===== config.mk =====
export PLATFORM = sky130hd
export DESIGN_NAME = pipeline_stall_ctrl
export DESIGN_NICKNAME = d
export VERILOG_FILES = /design/src/rtl/pipeline_stall_ctrl_pkg.sv /design/src/rtl/pipeline_stall_ctrl_sat_counter.sv /design/src/rtl/pipeline_stall_ctrl.sv
export SDC_FILE = /design/constraint.sdc
export NUM_CORES = 1
export LEC_CHECK = 0
export ABC_CLOCK_PERIOD_IN_PS = 2140
export BUFFER_PORTS_ARGS = -buffer_cell sky130_fd_sc_hd__buf_2
export CAP_MARGIN = 20
export CORE_MARGIN = 3
export CORE_UTILIZATION = 51
export CTS_CLUSTER_SIZE = 8
export DETAILED_ROUTE_END_ITERATION = 10
export PLACE_DENSITY = 0.83
export SYNTH_ARGS = -nofsm -noshare
export SYNTH_HDL_FRONTEND = slang
export SYNTH_SLANG_ARGS = --single-unit

===== constraint.sdc =====
create_clock -name clk_i -period 2.14 [get_ports clk_i]
set_input_delay 0.321 -clock clk_i [delete_from_list [all_inputs] [get_ports clk_i]]
set_output_delay 0.321 -clock clk_i [all_outputs]
set_load 0.02 [all_outputs]

===== src/rtl/pipeline_stall_ctrl_pkg.sv =====
// Shared types and constants for the pipeline stall/flush controller.
// State encodings are fixed so waveforms and debug tools can decode them.
package pipeline_stall_ctrl_pkg;

    typedef enum logic [1:0] {
        RUN       = 2'd0,
        MDU_WAIT  = 2'd1,
        MDU_DRAIN = 2'd2
    } state_t;

    localparam logic [4:0] REG_ZERO = 5'd0;

endpackage


===== src/rtl/pipeline_stall_ctrl_sat_counter.sv =====
// Saturating up-counter used for the stall and flush statistics.
// It holds at all-ones instead of wrapping.
module sat_counter #(
    parameter int unsigned W = 16
) (
    input  logic         clk_i,
    input  logic         rst_i,
    input  logic         inc,
    output logic [W-1:0] cnt
);

    always_ff @(posedge clk_i or negedge rst_i) begin
        if (!rst_i) begin
            cnt <= '0;
        end else if (inc && (cnt != '1)) begin
            cnt <= cnt + 1'b1;
        end
    end

endmodule


===== src/rtl/pipeline_stall_ctrl.sv =====
// Registered stall/flush controller for the 5-stage pipeline: arbitrates
// taken branches, MDU occupancy and load-use hazards, and keeps statistics.
module pipeline_stall_ctrl
    import pipeline_stall_ctrl_pkg::*;
#(
    parameter int unsigned MDU_MAX_CYC = 64,
    parameter int unsigned CNT_W       = 16
) (
    input  logic             clk_i,
    input  logic             rst_i,
    input  logic             idex_mem_read,
    input  logic [4:0]       idex_rt,
    input  logic [4:0]       ifid_rs,
    input  logic [4:0]       ifid_rt,
    input  logic             ifid_uses_rt,
    input  logic             branch_taken_ex,
    input  logic             ex_mdu_op,
    input  logic             mdu_done,
    output logic             pc_write,
    output logic             ifid_write,
    output logic             idex_write,
    output logic             ifid_flush,
    output logic             idex_flush,
    output logic             exmem_flush,
    output logic             mdu_start,
    output logic             mdu_err,
    output logic [CNT_W-1:0] stall_cnt,
    output logic [CNT_W-1:0] flush_cnt
);

    localparam int unsigned      TMO_W    = $clog2(MDU_MAX_CYC);
    localparam logic [TMO_W-1:0] TMO_LAST = TMO_W'(MDU_MAX_CYC - 1);

    state_t           state_q, state_d;
    logic [TMO_W-1:0] tmo_q;
    logic             tmo_clr, tmo_inc, err_set, flush_inc;
    logic             load_hz;

    assign load_hz = idex_mem_read && (idex_rt != REG_ZERO) &&
                     ((idex_rt == ifid_rs) || (ifid_uses_rt && (idex_rt == ifid_rt)));

    always_ff @(posedge clk_i or negedge rst_i) begin
        if (!rst_i) begin
            state_q <= RUN;
            tmo_q   <= '0;
            mdu_err <= 1'b0;
        end else begin
            state_q <= state_d;
            if (tmo_clr) begin
                tmo_q <= '0;
            end else if (tmo_inc) begin
                tmo_q <= tmo_q + 1'b1;
            end
            if (err_set) begin
                mdu_err <= 1'b1;
            end
        end
    end

    always_comb begin
        pc_write    = 1'b1;
        ifid_write  = 1'b1;
        idex_write  = 1'b1;
        ifid_flush  = 1'b0;
        idex_flush  = 1'b0;
        exmem_flush = 1'b0;
        mdu_start   = 1'b0;
        state_d     = state_q;
        tmo_clr     = 1'b0;
        tmo_inc     = 1'b0;
        err_set     = 1'b0;
        flush_inc   = 1'b0;
        case (state_q)
            RUN: begin
                if (branch_taken_ex) begin
                    ifid_flush = 1'b1;
                    idex_flush = 1'b1;
                    flush_inc  = 1'b1;
                end else if (ex_mdu_op) begin
                    mdu_start   = 1'b1;
                    pc_write    = 1'b0;
                    ifid_write  = 1'b0;
                    idex_write  = 1'b0;
                    exmem_flush = 1'b1;
                    tmo_clr     = 1'b1;
                    state_d     = MDU_WAIT;
                end else if (load_hz) begin
                    pc_write   = 1'b0;
                    ifid_write = 1'b0;
                    idex_flush = 1'b1;
                end
            end
            MDU_WAIT: begin
                // Hazard and branch inputs are ignored: EX is frozen on the MDU op.
                pc_write    = 1'b0;
                ifid_write  = 1'b0;
                idex_write  = 1'b0;
                exmem_flush = 1'b1;
                if (mdu_done) begin
                    state_d = MDU_DRAIN;
                end else if (tmo_q == TMO_LAST) begin
                    err_set = 1'b1;
                    state_d = MDU_DRAIN;
                end else begin
                    tmo_inc = 1'b1;
                end
            end
            MDU_DRAIN: begin
                state_d = RUN;
            end
            default: begin
                state_d = RUN;
            end
        endcase
    end

    sat_counter #(.W(CNT_W)) u_stall_cnt (
        .clk_i (clk_i),
        .rst_i (rst_i),
        .inc   (!pc_write),
        .cnt   (stall_cnt)
    );

    sat_counter #(.W(CNT_W)) u_flush_cnt (
        .clk_i (clk_i),
        .rst_i (rst_i),
        .inc   (flush_inc),
        .cnt   (flush_cnt)
    );

endmodule


==> reports/metrics.csv <==
metric,value,unit
share of cells above drive strength 1,33.58,%
status,finished clean,
r2r setup slk,0.13,ns
Filler cells,287,
first-pass GRT wire length,7251,um
Ys Warns,0,
Final GP Congestion,0.8556,
Max H-tree Level,2,
number of distinct library cells after synthesis,33,
worst slew pin tran,0.6026,ns
port bufs,61,
slew margin rel.,59.82,%
reg-to-reg startpoint,u_stall_cnt.cnt[1],
Tcrit/Tclk final,96.37,%
Worst EP arrival,1.74,ns
fin nets,295,
initial DRC count,64,
final wirelength,4271,um
largest net degree at the start of global routing,29,
slowest cell on the critical path,or4_1,
via count,1666,
Die ar.,4829,um2
total congestion overflow,0,
crit-path cells,"buf_2, or4_1, o21ai_1, nor2_1, a21oi_1, buf_2",
post-layout instance area,2599,um2
post-route antenna net violation count,0,
"commonest non-fill, non-tap cell in the layout",buf_2,
Post-Syn Nets,220,
CORE AREA,3771,um2
most used cell along the critical path,buf_2,
clock sinks,41,
Hold Path Class,in -> async,
Die Wd,69.49,um
Max Root-Sink Buffers,2,
vias in the first global route,1639,
Site Rows,22,
CTS buffer count,5,
fin crit period,2.062,ns
Worst setup startpoint,idex_rt[1],
endpoints failing hold,0,
placed inst area,2466,um2
Die Y,69.49,um
Leakage,1.305,nW
max-slew violation count,0,
later-pin clock latency in the skew report,0.29,ns
Setup CP Type,in -> out,
Wirelength per Cell,13.39,um
ant diodes,0,
VDD IR max,0.7175,mV
Synth Register Bits,41,
Post-Syn Area per Cell,10.54,um2
Starting Density,54.51,%
IO Pins,62,
area grow syn2layout,26.41,%
Tot Pwr,2.438,mW
Max stage delay on crit path,0.51,ns
Final Skew,0.007660,ns
TritonCTS clock tree,done,
mapped cell area,2056,um2
"CTS clk-pin slew, worst paths",0.08,ns
most frequent cells in the layout,"61 x buf_2, 41 x dfrtp_1, 28 x xnor2_1, 19 x nor2_1",
RSZ-0062 raised after global routing,no,
GRT Total Usage,18.59,%
Buf/Inv on CP,2,
crit path max fanout,3,
Final TNS setup,0,ns
PD cells,938.1,nW/um2
Post-synth EDFFs,0,
hpwl dp,3313,um
Remaining DRCs,0,
vias per cell,5.223,
family with the most delay on the worst path,simple AND/OR/NAND/NOR gates,
sequential share of the synthesized area,49.91,%
critical path required time,1.82,ns
Synth Instances,195,
drt pass-1 iters,4,
Most used DFF post-synth,dfrtp_1,
Max Cap Viol,0,
CP Capture Type,output pin,
Startpoint Class,input pin,
# setup viols final,0,
initial antenna violation count,0,
Max Freq,484.9,MHz
post-synthesis async set-or-reset flop share,100.0,%
clk root buf,clkbuf_8,
-- layer usage --
metal | up-vias | global-route usage, % | share of wire, % | wire length [um]
li1 | 825 | - | - | -
met1 | 774 | 23.59 | 43 | 1844
met2 | 57 | 30.61 | 48 | 2057
met3 | 10 | 3.768 | 6.8 | 289
met4 | 0 | 8.243 | 1.9 | 80
met5 | - | 0 | 0 | 0
-- Yosys cell counts (2+ instances only) --
| master | number | area share, % |
|---|---|---|
| dfrtp_1 | 41 | 50 |
| nor4_1 | 2 | 0.61 |
| mux2_2 | 3 | 1.6 |
| inv_1 | 3 | 0.55 |
| nand2_1 | 12 | 2.2 |
| nor2_1 | 19 | 3.5 |
| xnor2_1 | 28 | 12 |
| or2_2 | 2 | 0.61 |
| nand3_1 | 13 | 3.2 |
| xor2_1 | 16 | 6.8 |
| nor3_1 | 5 | 1.2 |
| and2_1 | 3 | 0.91 |
| nand4_1 | 16 | 4.9 |
| a21oi_1 | 2 | 0.49 |
| ha_1 | 3 | 1.8 |
| and3_1 | 10 | 3.0 |
-- cells by family (layout without fill, tap and decap cells) --
group	Yosys count	count (layout)	share of synthesized area (%)
multiplexers	4	4	2.130
adder cells (fa/ha/maj)	3	3	1.826
AND/OR/NAND/NOR	89	89	22.82
AO/OA/AOI/OAI	7	7	2.739
buffers and inverters	7	83	1.826
flip-flops	41	41	49.91
XOR/XNOR	44	44	18.75
-- timing repair --
item,CTS,global route
setup buffers,0,1
endpoints found under the setup margin,0,10
hold buffers,0,0
resized for setup,0,3
-- cell type report --
class / instances / area, um2 / area share (%)
Clock buffer: 7 / 96.34 / 3.707
Clock inverter: 1 / 5.005 / 0.1926
Inverter: 4 / 15.01 / 0.5778
Tap cell: 48 / 60.06 / 2.311
Sequential cell: 41 / 1026 / 39.48
Timing Repair Buffer: 71 / 392.9 / 15.12
Multi-Input combinational cell: 147 / 1003 / 38.61
-- path summary, 6_finish.rpt --
kind                                  endpoint  cells after the start
hold / removal             u_flush_cnt.cnt[15]                      1
setup reg to reg            u_stall_cnt.cnt[1]                      7
min in group clk_i                     mdu_err                      3
hold reg to reg                        mdu_err                      1
setup / recovery                    ifid_write                      6
max in group asynchronous             tmo_q[1]                      2
-- flip-flops by register name, summed over array words and instances, names as in the netlist --
register,flops
u_stall_cnt.cnt,16
u_flush_cnt.cnt,16
tmo_q,6
mdu_err,1
state_q,2
-- where the power goes --
group          switching [mW]  internal (mW)  total, mW  leakage (nW)
clock network           0.260          0.291      0.552        0.0542
registers               0.172          0.914       1.09         0.548
logic                   0.455          0.346      0.801         0.702
total                   0.887           1.55       2.44          1.31
-- stage by stage --
step	setup WS, ns	util [%]	instances	hold slack (ns)
floorplan	0.07554	-	195	0.02541
global placement	0.05283	65.39	310	0.3683
detailed placement	0.03290	65.39	310	0.3692
CTS	0.02782	68.08	318	0.05064
global route	0.02001	68.91	319	0.08390
finish	0.07775	68.91	319	0.03247
Power figures use the tool's default switching activity.
